### src/rtl/fifo_rd_packer_if.sv
// -----------------------------------------------------------------------------
// fifo_rd_packer_if
// Bundles the FIFO read port and the packed-word output stream of
// fifo_rd_packer.
//   rempty/rdata/rinc : FIFO read side (empty flag, head entry, pop strobe)
//   flush             : request to emit the current partial word
//   out_valid/out_ready/out_data/out_keep : packed-word valid/ready stream
// Modport master is the packer's view; slave is the environment's view
// (the FIFO plus the downstream consumer).
// -----------------------------------------------------------------------------
interface fifo_rd_packer_if #(
   parameter int DATASIZEL  = 8,
   parameter int WORD_BYTES = 4
);
   logic                              rempty;
   logic [DATASIZEL-1:0]              rdata;
   logic                              rinc;
   logic                              flush;
   logic                              out_valid;
   logic                              out_ready;
   logic [DATASIZEL*WORD_BYTES-1:0]   out_data;
   logic [WORD_BYTES-1:0]             out_keep;

   modport master (
      input  rempty, rdata, flush, out_ready,
      output rinc, out_valid, out_data, out_keep
   );

   modport slave (
      output rempty, rdata, flush, out_ready,
      input  rinc, out_valid, out_data, out_keep
   );
endinterface

### src/rtl/fifo_rd_packer.sv
// -----------------------------------------------------------------------------
// fifo_rd_packer
// Read-domain consumer of the asynchronous FIFO. Pops DATASIZEL-bit entries
// and packs WORD_BYTES of them little-endian into one output word, presented
// on a valid/ready stream. A flush emits a partial word with a lane-keep mask.
//
// Ports:
//   rclk      : read-domain clock (only clock)
//   rrst_n    : asynchronous active-low reset
//   io        : fifo_rd_packer_if.master (FIFO read port, flush, output stream)
//   word_cnt  : count of accepted output words, wraps modulo 2^CNTW
// -----------------------------------------------------------------------------
module fifo_rd_packer #(
   parameter int DATASIZEL  = 8,
   parameter int WORD_BYTES = 4,
   parameter int CNTW       = 16
) (
   input  logic                 rclk,
   input  logic                 rrst_n,
   fifo_rd_packer_if.master     io,
   output logic [CNTW-1:0]      word_cnt
);

   localparam int WW   = DATASIZEL * WORD_BYTES;
   localparam int IDXW = $clog2(WORD_BYTES);

   typedef enum logic {
      FILL = 1'b0,
      HOLD = 1'b1
   } state_t;

   state_t                  r_state, w_state_nxt;
   logic [IDXW-1:0]         r_idx, w_idx_nxt;
   logic [WW-1:0]           r_data, w_data_nxt;
   logic [WORD_BYTES-1:0]   r_keep, w_keep_nxt;
   logic [CNTW-1:0]         r_word_cnt;

   logic                    w_pop;
   logic                    w_last;
   logic                    w_accept;

   // Pops only in FILL; HOLD freezes the FIFO so the held word cannot grow.
   assign w_pop    = (r_state == FILL) && !io.rempty;
   assign w_last   = (r_idx == IDXW'(WORD_BYTES - 1));
   assign w_accept = (r_state == HOLD) && io.out_ready;

   // ---------------------------------------------------------------------------
   // Next-state / datapath
   // ---------------------------------------------------------------------------
   always_comb begin
      // NOTE: every variable gets a default before any branch, so no path
      // leaves it unassigned and no latch is inferred.
      w_state_nxt = r_state;
      w_idx_nxt   = r_idx;
      w_data_nxt  = r_data;
      w_keep_nxt  = r_keep;

      case (r_state)
         FILL: begin
            if (w_pop) begin
               w_data_nxt[r_idx*DATASIZEL +: DATASIZEL] = io.rdata;
               w_keep_nxt[r_idx]                         = 1'b1;
               w_idx_nxt                                 = r_idx + IDXW'(1);
            end
            // A word closes when its last lane fills, or on flush provided at
            // least one lane (already filled or popped this cycle) is present;
            // a flush of an empty word is dropped.
            if ((w_pop && w_last) || (io.flush && (w_pop || (|r_keep)))) begin
               w_state_nxt = HOLD;
               w_idx_nxt   = '0;
            end
         end
         HOLD: begin
            if (io.out_ready) begin
               w_state_nxt = FILL;
               w_data_nxt  = '0;
               w_keep_nxt  = '0;
            end
         end
         default: w_state_nxt = FILL;
      endcase
   end

   // ---------------------------------------------------------------------------
   // State registers
   // ---------------------------------------------------------------------------
   always_ff @(posedge rclk or negedge rrst_n) begin
      if (!rrst_n) begin
         r_state    <= FILL;
         r_idx      <= '0;
         r_data     <= '0;
         r_keep     <= '0;
         r_word_cnt <= '0;
      end else begin
         // NOTE: non-blocking assignments so every register samples the
         // pre-edge values, independent of statement order.
         r_state <= w_state_nxt;
         r_idx   <= w_idx_nxt;
         r_data  <= w_data_nxt;
         r_keep  <= w_keep_nxt;
         if (w_accept) begin
            r_word_cnt <= r_word_cnt + CNTW'(1);
         end
      end
   end

   assign io.rinc      = w_pop;
   assign io.out_valid = (r_state == HOLD);
   assign io.out_data  = r_data;
   assign io.out_keep  = r_keep;
   assign word_cnt     = r_word_cnt;

endmodule
### src/flat_wrapper.sv
// flat-port wrapper written by rule: the top's interface ports become plain ports
module fifo_rd_packer_flat 
#(
   parameter int DATASIZEL  = 8,
   parameter int WORD_BYTES = 4,
   parameter int CNTW       = 16
)
  (rclk, rrst_n, word_cnt, io_rempty, io_rdata, io_flush, io_out_ready, io_rinc, io_out_valid, io_out_data, io_out_keep);
  fifo_rd_packer_if #(.DATASIZEL(DATASIZEL), .WORD_BYTES(WORD_BYTES)) io_i ();
  input  logic rclk;
  input  logic rrst_n;
  output logic [CNTW-1:0] word_cnt;
  input wire logic [$bits(io_i.rempty)-1:0] io_rempty;
  input wire logic [$bits(io_i.rdata)-1:0] io_rdata;
  input wire logic [$bits(io_i.flush)-1:0] io_flush;
  input wire logic [$bits(io_i.out_ready)-1:0] io_out_ready;
  output wire logic [$bits(io_i.rinc)-1:0] io_rinc;
  output wire logic [$bits(io_i.out_valid)-1:0] io_out_valid;
  output wire logic [$bits(io_i.out_data)-1:0] io_out_data;
  output wire logic [$bits(io_i.out_keep)-1:0] io_out_keep;
  assign io_i.rempty = io_rempty;
  assign io_i.rdata = io_rdata;
  assign io_i.flush = io_flush;
  assign io_i.out_ready = io_out_ready;
  assign io_rinc = io_i.rinc;
  assign io_out_valid = io_i.out_valid;
  assign io_out_data = io_i.out_data;
  assign io_out_keep = io_i.out_keep;
  fifo_rd_packer #(.DATASIZEL(DATASIZEL), .WORD_BYTES(WORD_BYTES), .CNTW(CNTW)) u_core (.rclk(rclk), .rrst_n(rrst_n), .io(io_i), .word_cnt(word_cnt));
endmodule
### config.mk
export PLATFORM = sky130hd
export DESIGN_NAME = fifo_rd_packer_flat
export DESIGN_NICKNAME = d
export VERILOG_FILES = /design/src/rtl/fifo_rd_packer_if.sv /design/src/rtl/fifo_rd_packer.sv /design/src/flat_wrapper.sv
export SDC_FILE = /design/constraint.sdc
export NUM_CORES = 1
export LEC_CHECK = 0
export CAP_MARGIN = 10
export CORE_UTILIZATION = 35
export DETAILED_ROUTE_END_ITERATION = 8
export PLACE_DENSITY = 0.74
export SYNTH_ARGS = -nofsm -noshare
export SYNTH_HDL_FRONTEND = slang
export SYNTH_SLANG_ARGS = --single-unit
### constraint.sdc
create_clock -name rclk -period 1.6 [get_ports rclk]
set_input_delay 0.48 -clock rclk [delete_from_list [all_inputs] [get_ports rclk]]
set_output_delay 0.48 -clock rclk [all_outputs]
set_load 0.05 [all_outputs]
* Word level (Yosys, flattened, before mapping)
Cells that the tools add are included.
Word-level totals: logic and storage cells 43, output and inout port bits 54, bits of input ports 13, bits in registers 55
Operators by class: shifts and indexed selects 2, magnitude comparators 2, reduce and logical (&&, ||, !) cells 12, eq/ne operators 3, bitwise operators 2, $add $sub $neg 3, multiplexer cells 14
Operators by type and width (count):
- 32-bit two-way mux | 2
- 32-bit one-hot mux with 2 select lines | 1
- 5-bit negation with 34-bit output | 1
- 8-bit by 34-bit variable shift with 32-bit output, first input constant | 1
- 8-bit by 34-bit variable part select with 32-bit output | 1
- 32-bit bitwise mux | 1
- 16-bit by 1-bit adder with 16-bit output, second input constant | 1
- 4-bit two-way mux | 2
- 4-bit one-hot mux with 2 select lines | 1
- 1-bit logical AND | 5
- 2-bit two-way mux | 2
- 4-bit OR | 1
- 2-bit AND reduction | 2
- 4-bit OR reduction | 1
- 2-bit by 3-bit < comparator with 1-bit output, second input constant | 1
- 1-bit two-way mux | 3
- 2-bit by 1-bit adder with 2-bit output, second input constant | 1
- 1-bit demux with 2-bit select | 1
- 2-bit == test, second input constant | 1
- 2-bit by 1-bit greater-or-equal comparator with 1-bit output, second input constant | 1
- 1-bit logical OR | 2
- 2-bit by 1-bit inequality test with 1-bit output, second input constant | 1
- 2-bit inequality test, second input constant | 1
- 1-bit one-hot mux with 2 select lines | 1
- 3 further kinds | 3

* Longest topological paths before layout
Gate-level depths: netlist (run 1).
depth after elaboration 7, depth in mapped cells 6, mapped depth without buffers 6

* Worst setup path before layout (run 1)
Ideal clock, no wire load.
kind register to register, start reg u_core.r_state, in the netlist u_core.io.out_valid, end reg u_core.r_data[10], in the netlist u_core.io.out_data[10], required time 1533 ps, setup time 67 ps, buffers on the path 0, slack -412 ps, stages on the path, launching flop included 5, arrival time 1945 ps, period minus slack after synthesis 2012 ps, cells stage by stage dfrtp_1 > nor2_2 > a21oi_2 > nor2_2 > a22o_1
On the way: cells in the longest elaborated chain, start to end 4, elaborated cells between the ends (all ways) 6, classes of those cells eq/ne (2); mux (1); bitwise (1); reduce/logical (2)
Ends and longest elaborated chain:
- start: declaration | line fifo_rd_packer.sv:32 | state_t r_state, w_state_nxt;
- start signal: assignment | line fifo_rd_packer.sv:97 | r_state <= w_state_nxt;
- 1-bit NOT
- 1-bit logical AND | line fifo_rd_packer.sv:43 | assign w_pop = (r_state == FILL) && !io.rempty;
- net io_rinc | line flat_wrapper.sv:17 | output wire logic [$bits(io_i.rinc)-1:0] io_rinc;
- 2-bit by 1-bit inequality test with 1-bit output (no line)
- 2-bit AND reduction (no line)
- end signal: assignment | line fifo_rd_packer.sv:99 | r_data <= w_data_nxt;
- end: declaration | line fifo_rd_packer.sv:34 | logic [WW-1:0] r_data, w_data_nxt;
The timed path passes the listed nets, and every way through them passes these cells. A chain may end at the register's enable or synchronous reset.

* Worst setup path in the final report (run 1)
start reg u_core.r_state, in the netlist u_core.io.out_valid, end out io_out_valid
RTL lines:
- end: declaration | line flat_wrapper.sv:18 | output wire logic [$bits(io_i.out_valid)-1:0] io_out_valid;
No word-level cell between the ends.

==> reports/results.tsv, run 1 <==
metric	value	unit
status	finished, violations left	
failing checks	design-rule violations	
Post-Syn Area	2370	um2
top achievable clock speed	637	MHz
Die Wd	84.3	um
gpl congestion	0.767	
# setup viols final	0	
clock-pin slew of the registers on the worst-case setup and hold paths	0.10	ns
worst path arrival time	1.09	ns
Ant. Diodes	0	
Final Skew	0.0104	ns
first-pass GRT wire length	10.1	mm
root buf cell	clkbuf_8	
antenna-violating nets left	0	
port bufs	66	
worst skew pair latency	0.31	ns
hold buffers post-CTS	0	
CP required	1.12	ns
CP Max Fanout	6	
worst hold path class	primary input to async pin	
Tcrit/Tclk final	98.1	%
Yosys reg bits	55	
final WL	5.98	mm
1st-pass router iterations	6	
CP Capture Type	output pin	
Comb power frac	52.4	%
Fillers	487	
clock network fraction of total power	15.5	%
core area	6460	um2
Power per Cell Area	1510	nW/um2
fraction of power spent switching nets	39.8	%
most common library cell in the layout ignoring fill and taps	buf_12	
share of cells above drive strength 1	42.2	%
fin nets	315	
Avg Vias per Cell	5.06	
area growth from synthesis to layout	73.8	%
Seq pwr share	32.1	%
row count	29	
CTS tree	yes	
Avg Cell Area, Syn	12.1	um2
Crit Path Class	register to output pin	
final hold slack	0.0950	ns
pre-CTS setup slack	-0.387	ns
Net Switching	2.48	mW
Synth Instances	196	
Min Clock Period, post-route	1.57	ns
Ys Warns	0	
Peak VDD IR	1.10	mV
DRC Markers	6	
Top Ports	67	
P_int	3.75	mW
Starting Density	36.7	%
worst-margin pin slew	0.472	ns
total gr overflow	0	
Die Y	84.3	um
library cells used by synthesis	33	
Slew headroom	68.1	%
CTS Buf Count	5	
Seq/Total Area, Yosys	58.1	%
leak pwr	1.82	nW
most frequent cells in the layout	buf_12 (60), dfrtp_1 (42), a22o_1 (24)	
full die area	7100	um2
via count	1876	
1st-iter DRT viols	53	
initial antenna violation count	0	
total global-route track usage	18.3	%
vias in the first global route	1946	
post-detail-place hpwl	4.41	mm
H-tree Lvls	2	
Worst Setup Start Kind	register	
Max Cap Viol	0	
Max clock buf depth	2	
largest net degree at the start of global routing	21	
Slew Viols, Final	0	
WL/cell	16.1	um
Final WS setup	0.0297	ns
Hold Fails Final Rpt	0	
Sink Count	55	
Post-Syn Nets	218	
RSZ-0062 raised after global routing	yes	
-- final timing paths --
kind	from	to	cells past startpoint	slack, ns
max in group asynchronous	rrst_n	u_core.word_cnt[1]$_DFFE_PN0P_	2	1.03
hold / removal	rrst_n	u_core.io.out_data[2]$_DFFE_PN0P_	1	0.1
setup reg to reg	u_core.io.out_valid$_DFF_PN0_	u_core.io.out_data[23]$_DFFE_PN0P_	5	0.05
hold reg to reg	u_core.word_cnt[15]$_DFFE_PN0P_	u_core.word_cnt[15]$_DFFE_PN0P_	1	0.53
setup / recovery	u_core.io.out_valid$_DFF_PN0_	io_out_valid	2	0.03
min in group rclk	u_core.word_cnt[15]$_DFFE_PN0P_	u_core.word_cnt[15]$_DFFE_PN0P_	1	0.53
-- Yosys cell counts --
master / count / area, um2
a21oi_1: 6 / 30.0
a21oi_2: 4 / 35.0
a22o_1: 24 / 210
and2_1: 1 / 6.26
and4_1: 1 / 8.76
and4_4: 1 / 11.3
buf_2: 1 / 5.00
buf_4: 1 / 7.51
buf_6: 1 / 11.3
dfrtp_1: 55 / 1380
ha_1: 9 / 113
inv_1: 9 / 33.8
mux2_2: 1 / 11.3
nand2_1: 21 / 78.8
nand3_1: 4 / 20.0
nand3_2: 1 / 10.0
nand3_4: 1 / 17.5
nand4_1: 5 / 31.3
nand4b_1: 1 / 8.76
nor2_1: 9 / 33.8
nor2_2: 4 / 25.0
nor3b_1: 1 / 7.51
nor4_4: 1 / 21.3
nor4b_2: 1 / 15.0
o21ai_0: 9 / 45.0
o21ai_1: 1 / 5.00
o22ai_1: 4 / 25.0
o41ai_1: 1 / 8.76
or2_1: 1 / 6.26
or3_4: 1 / 11.3
or4_1: 1 / 7.51
xnor2_1: 8 / 70.1
xor2_1: 7 / 61.3
-- kinds of logic (layout without fill, tap and decap cells) --
kind of cell	Yosys count	after routing	synth area share, %
flops	55	55	58.1
simple gates	55	55	13.5
compound gates	49	49	15.2
xor+xnor	15	15	5.55
buf+inv	12	110	2.43
fa+ha+maj	9	9	4.75
mux	1	1	0.475
-- power groups by stage --
stage                     Clock (mW)  Sequential, mW  Combinational (mW)
after floorplan                    0            2.71               0.817
after global placement             0            2.04                3.08
after detailed placement           0            2.05                3.13
after CTS                      0.996            2.00                3.24
after global routing            1.04            2.05                3.44
final                          0.966            2.00                3.26
-- area by class of cell --
class	instances	area (um2)	area share [%]
clock buffers	6	82.6	2.01
clock inverters	2	38.8	0.942
inverters	9	36.3	0.881
multi-input cells	129	995	24.2
flip-flops and latches	55	1390	33.8
well taps	77	96.3	2.34
repair buffers	93	1480	35.8
-- sequential cells by signal, indices dropped and copies added (netlist names) --
register	cells
u_core.io.out_data	32
u_core.io.out_keep	4
u_core.io.out_valid	1
u_core.r_idx	2
u_core.word_cnt	16
-- what timing repair did --
action	CTS	global route
gates resized for setup	5	5
buffers inserted	4	1
endpoints found under the setup margin	37	34
pin swaps	2	1
-- worst max-delay path: stages (launching register included) --
cell,delay (ns)
dfrtp_2,0.47
buf_4,0.18
buf_12,0.14
-- routing by layer --
layer	wire length, um	share of wire [%]	track usage [%]	up-vias
li1	-	-	-	894
met1	2560	43	23.6	910
met2	2820	47	28.8	67
met3	545	9.1	7.28	5
met4	59	0.99	5.02	0
met5	0	0	0	-
-- through the flow --
step           utilization [%]  setup TNS, ns  instances  instance area [um2]  power [mW]
3_3_place_gp              61.1         -14.14        358                 3950        5.12
2_1_floorplan                -        -0.0467        196                 2440        3.53
3_5_place_dp              61.1         -15.69        358                 3950        5.18
5_1_grt                   63.7        -0.0583        371                 4120        6.53
4_1_cts                   63.5              0        370                 4100        6.24
6_report                  63.7              0        371                 4120        6.23
No activity file was read; power rests on OpenSTA's default activity.
==> run 2: changes to the inputs <==
Settings changed: CELL_PAD_IN_SITES_DETAIL_PLACEMENT from default to 0, CELL_PAD_IN_SITES_GLOBAL_PLACEMENT from default to 2, CORE_UTILIZATION 35 to 27, PLACE_DENSITY 0.74 to 0.84.
==> reports/results.tsv, run 2 (synthesis gave the netlist of run 1 again) <==
metric	value	unit	change
final WL	5.74	mm	was 5.98 mm
Worst Setup Start Kind	primary input		was register
CP Max Fanout	4		was 6
Max clock buf depth	2		unchanged
post-detail-place hpwl	4.36	mm	was 4.41 mm
Slew headroom	66.8	%	was 68.1%
Ant. Diodes	0		unchanged
WL/cell	14.6	um	was 16.1 um
total global-route track usage	13.8	%	was 18.3%
root buf cell	clkbuf_8		unchanged
# setup viols final	0		unchanged
CTS Buf Count	5		unchanged
largest net degree at the start of global routing	56		was 21
Slew Viols, Final	0		unchanged
Peak VDD IR	0.899	mV	was 1.10 mV
antenna-violating nets left	0		unchanged
fin nets	310		was 315
worst path arrival time	1.08	ns	was 1.09 ns
met3 Resource Use GR	3.19	%	was 7.28%
Placed Cells	384		was 358
max reg flops	32		unchanged
port bufs	66		unchanged
critical path, cell by cell	dlygate4sd2_1, nor2_4, buf_12		was buf_4, buf_12
via count	1800		was 1,876
CP bufs+invs	2		unchanged
setup_tns	0	ns	unchanged
CTS tree	yes		unchanged
Hold Fails Final Rpt	0		unchanged
leak pwr	1.78	nW	was 1.82 nW
Tcrit/Tclk final	97.4	%	was 98.1%
Final Skew	0.00920	ns	was 0.0104 ns
Power per Cell Area	1480	nW/um2	was 1510 nW/um2
worst skew pair latency	0.30	ns	was 0.31 ns
Avg Vias per Cell	4.57		was 5.06
reg2reg setup slack	0.09	ns	was 0.05 ns
initial antenna violation count	0		unchanged
Slowest-stage cell, CP	dlygate4sd2_1		was dfrtp_2
most frequent cells in the layout	buf_12 (59), dfrtp_1 (42), a22o_1 (24)		was buf_12 (60), dfrtp_1 (42), a22o_1 (24)
worst-margin pin slew	0.491	ns	was 0.472 ns
Min Clock Period, post-route	1.56	ns	was 1.57 ns
GR Util met1	19.3	%	was 23.6%
R2R Path Start	u_core.r_idx[0]$_DFFE_PN0P_		was u_core.io.out_valid$_DFF_PN0_
row count	33		was 29
worst hold path class	primary input to async pin		unchanged
first-pass GRT wire length	9.49	mm	was 10.1 mm
Top Ports	67		unchanged
Max Cap Viol	0		unchanged
1st-iter DRT viols	60		was 53
crit-path max cell delay	0.29	ns	was 0.47 ns
status	completed		was finished, violations left
Crit Path Class	primary input to output pin		was register to output pin
R2R depth	6		was 5
Die Wd	95.7	um	was 84.3 um
CP required	1.12	ns	about the same
clock-pin slew of the registers on the worst-case setup and hold paths	0.10	ns	about the same
total gr overflow	0		unchanged
vias in the first global route	1831		was 1,946
r2r endpoint	u_core.io.out_data[1]$_DFFE_PN0P_		was u_core.io.out_data[23]$_DFFE_PN0P_
Die Y	95.7	um	was 84.3 um
delay-heaviest family, CP	buffers and inverters		was flip-flops
Most Used Layer, Global Route	met2		unchanged
CP Capture Type	output pin		unchanged
most common library cell in the layout ignoring fill and taps	buf_12		unchanged
share of cells above drive strength 1	39.8	%	was 42.2%
met2 Usage GRT	21.2	%	was 28.8%
Starting Density	28.4	%	was 36.7%
area growth from synthesis to layout	72.2	%	was 73.8%
full die area	9150	um2	was 7100 um2
RSZ-0062 raised after global routing	no		was yes
H-tree Lvls	2		unchanged
core area	8340	um2	was 6460 um2
Sink Count	55		unchanged
DRC Markers	0		was 6
gpl congestion	0.750		was 0.767
Fillers	767		was 487
top achievable clock speed	642	MHz	was 637 MHz
hold buffers post-CTS	0		unchanged
1st-pass router iterations	4		was 6
Post-Layout Cell Count	394		was 371
run 2: worst register-to-register path, delay by kind of cell, from the launching register on:
family	cells	cell delay, ns
buffers and inverters	2	0.28
AO/OA/AOI/OAI	1	0.17
adder cells (fa/ha/maj)	1	0.24
AND/OR/NAND/NOR	2	0.33
flip-flops	1	0.41
run 2: what timing repair did:
| item | 4_1_cts | 5_1_grt |
|---|---|---|
| resized for setup | 4 | 3 |
| gates cloned | 0 | 0 |
| buffers inserted | 2 | 0 |
| pin swaps | 1 | 0 |
| setup endpoints to repair | 42 | 4 |
run 2: stage by stage:
stage	power, mW	instance area (um2)	worst slack [ns]	util, %	hold WS [ns]
after floorplan	3.53	2440	-0.0467	-	0.184
after global placement	5.22	3960	-0.393	47.4	0.500
after detailed placement	5.25	3960	-0.415	47.4	0.501
after CTS	6.09	4070	0.0269	48.8	0.169
after global routing	6.34	4080	0.00683	48.9	0.172
final	6.03	4080	0.0418	48.9	0.158
run 2: area by class of cell:
cell class                 instances  area (um2)  share of cell area [%]
timing repair buffer              88        1430                    34.9
inverter                           9        33.8                   0.828
clock buffer                       7        76.3                    1.87
sequential                        55        1390                    34.2
tap                              105         131                    3.22
multi-input combinational        129         988                    24.2
clock inverter                     1        30.0                   0.736
run 2: metal layers:
layer | part of all wire [%] | up-vias | wire length, um
li1 | - | 884 | -
met1 | 47 | 880 | 2720
met2 | 49 | 34 | 2790
met3 | 3.4 | 2 | 194
met4 | 0.51 | 0 | 29
met5 | 0 | - | 0
run 2: worst max-delay path by stage:
stage                     cells past startpoint                           endpoint                           start
after floorplan                               4    u_core.word_cnt[14]$_DFFE_PN0P_  u_core.word_cnt[0]$_DFFE_PN0P_
after global placement                        4    u_core.word_cnt[14]$_DFFE_PN0P_                    io_out_ready
after detailed placement                      4    u_core.word_cnt[14]$_DFFE_PN0P_                    io_out_ready
after CTS                                     6  u_core.io.out_data[1]$_DFFE_PN0P_     u_core.r_idx[0]$_DFFE_PN0P_
after global routing                          6  u_core.io.out_data[1]$_DFFE_PN0P_     u_core.r_idx[0]$_DFFE_PN0P_
final                                         3                            io_rinc                       io_rempty
run 2: report_power, final:
| group | switching, mW | total [mW] | internal [mW] |
|---|---|---|---|
| clock | 0.425 | 0.894 | 0.469 |
| combinational | 1.64 | 3.17 | 1.53 |
| sequential | 0.320 | 1.97 | 1.65 |
| total | 2.38 | 6.03 | 3.65 |
==> run 3: changes to the inputs <==
Settings changed: REMOVE_ABC_BUFFERS from default to 1.
==> reports/results.tsv, run 3 (synthesis gave the netlist of run 1 again) <==
metric	value	unit	change
post-detail-place hpwl	4.62	mm	was 4.36 mm
worst hold path class	primary input to async pin		unchanged
gpl congestion	0.820		was 0.750
R2R Path Start	u_core.r_idx[0]$_DFFE_PN0P_		unchanged
worst path arrival time	1.07	ns	was 1.08 ns
Worst Setup Start Kind	register		was primary input
worst skew pair latency	0.31	ns	was 0.30 ns
Max Cap Viol	0		unchanged
CP required	1.12	ns	about the same
crit-path max cell delay	0.46	ns	was 0.29 ns
share of cells above drive strength 1	41.0	%	was 39.8%
CTS tree	yes		unchanged
Peak VDD IR	1.05	mV	was 0.899 mV
CP Capture Type	output pin		unchanged
row count	33		unchanged
DRC Markers	0		unchanged
total gr overflow	0		unchanged
core area	8340	um2	unchanged
Worst Setup SP	u_core.io.out_valid$_DFF_PN0_		was io_rempty
clock-pin slew of the registers on the worst-case setup and hold paths	0.09	ns	was 0.10 ns
Sink Count	55		unchanged
post-route cell area	4160	um2	was 4080 um2
max reg flops	32		unchanged
Max clock buf depth	2		unchanged
delay-heaviest family, CP	flip-flops		was buffers and inverters
Tot Pwr	6.19	mW	was 6.03 mW
status	completed		unchanged
Top Ports	67		unchanged
Starting Density	28.4	%	unchanged
Die Wd	95.7	um	unchanged
Hold Fails Final Rpt	0		unchanged
leak pwr	1.87	nW	was 1.78 nW
CP Max Fanout	5		was 4
most frequent cells in the layout	buf_12 (56), dfrtp_1 (54), buf_4 (38)		was buf_12 (59), dfrtp_1 (42), a22o_1 (24)
Final Skew	0.0107	ns	was 0.00920 ns
hold buffers post-CTS	0		unchanged
CTS Buf Count	5		unchanged
Tcrit/Tclk final	97.2	%	was 97.4%
worst-margin pin slew	0.420	ns	was 0.491 ns
Crit Path Class	register to output pin		was primary input to output pin
Power per Cell Area	1490	nW/um2	was 1480 nW/um2
H-tree Lvls	2		unchanged
Ant. Diodes	0		unchanged
Min Clock Period, post-route	1.55	ns	was 1.56 ns
total global-route track usage	14.6	%	was 13.8%
via count	1909		was 1,800
Slew headroom	71.6	%	was 66.8%
final hold slack	0.168	ns	was 0.158 ns
1st-pass router iterations	4		unchanged
top achievable clock speed	643	MHz	was 642 MHz
# setup viols final	0		unchanged
initial antenna violation count	0		unchanged
Avg Vias per Cell	4.63		was 4.57
Final Core Density	49.8	%	was 48.9%
vias in the first global route	2023		was 1,831
Fillers	749		was 767
Placed Cells	399		was 384
RSZ-0062 raised after global routing	no		unchanged
1st-iter DRT viols	57		was 60
CP bufs+invs	2		unchanged
root buf cell	clkbuf_8		unchanged
WL/cell	15.1	um	was 14.6 um
Die Y	95.7	um	unchanged
fin nets	328		was 310
full die area	9150	um2	unchanged
area growth from synthesis to layout	75.4	%	was 72.2%
dpl cell area	3960	um2	about the same
first-pass GRT wire length	10.2	mm	was 9.49 mm
Post-Layout Cell Count	412		was 394
critical path, cell by cell	buf_4, buf_12		was dlygate4sd2_1, nor2_4, buf_12
antenna-violating nets left	0		unchanged
final WL	6.23	mm	was 5.74 mm
Slowest-stage cell, CP	dfrtp_2		was dlygate4sd2_1
port bufs	66		unchanged
most common library cell in the layout ignoring fill and taps	buf_12		unchanged
largest net degree at the start of global routing	56		unchanged
Slew Viols, Final	0		unchanged
-- run 3: cell count changes in the layout (fill, tap and decap cells not counted), sizes merged --
cell    delta
inv        +1
buf       +18
clkbuf     -1
-- run 3: worst register-to-register path, delay by kind of cell, from the launching register on --
| family | cells | cell delay (ns) |
|---|---|---|
| AND/OR/NAND/NOR | 1 | 0.06 |
| flip-flops | 1 | 0.40 |
| adder cells (fa/ha/maj) | 1 | 0.22 |
| buffers and inverters | 2 | 0.34 |
| AO/OA/AOI/OAI | 2 | 0.38 |
-- run 3: final timing paths --
check | to | slack [ns] | cells past startpoint
max | io_out_valid | 0.05 | 2
min | u_core.io.out_keep[0]$_DFFE_PN0P_ | 0.17 | 2
max reg2reg | u_core.io.out_data[12]$_DFFE_PN0P_ | 0.10 | 6
min reg2reg | u_core.word_cnt[15]$_DFFE_PN0P_ | 0.54 | 1
max in group asynchronous | u_core.io.out_data[5]$_DFFE_PN0P_ | 1.18 | 2
min in group rclk | u_core.word_cnt[15]$_DFFE_PN0P_ | 0.54 | 1
-- run 3: area by class of cell --
| cell class | instances | area, um2 | area share, % |
|---|---|---|---|
| inverter | 9 | 33.8 | 0.813 |
| multi-input combinational | 129 | 972 | 23.4 |
| clock inverter | 2 | 38.8 | 0.933 |
| clock buffer | 6 | 82.6 | 1.99 |
| tap | 105 | 131 | 3.16 |
| timing repair buffer | 106 | 1520 | 36.6 |
| sequential | 55 | 1380 | 33.2 |
-- run 3: routing by layer --
layer	share of wire [%]	wire, um	vias to the layer above	global-route usage [%]
met4	1.3	79	0	3.98
met2	49	3030	48	24.5
met3	4.5	279	6	3.67
li1	-	-	918	-
met5	0	0	-	0
met1	46	2840	937	18.7
-- run 3: power by group --
part | switching (mW) | internal, mW | leakage (nW)
clock network | 0.456 | 0.515 | 0.0618
logic | 1.75 | 1.59 | 1.07
registers | 0.251 | 1.63 | 0.742
-- run 3: timing repair --
item                       CTS  global route
setup buffers                1             4
gates resized for setup      6             9
pin swaps                    1             1
setup endpoints to repair   35            26
-- run 3: per-stage QoR --
step | setup slack, ns | setup TNS [ns]
2_1_floorplan | -0.526 | -17.25
3_3_place_gp | -0.386 | -15.77
3_5_place_dp | -0.428 | -16.47
4_1_cts | 0.00784 | 0
5_1_grt | 0.00207 | 0
6_report | 0.0455 | 0
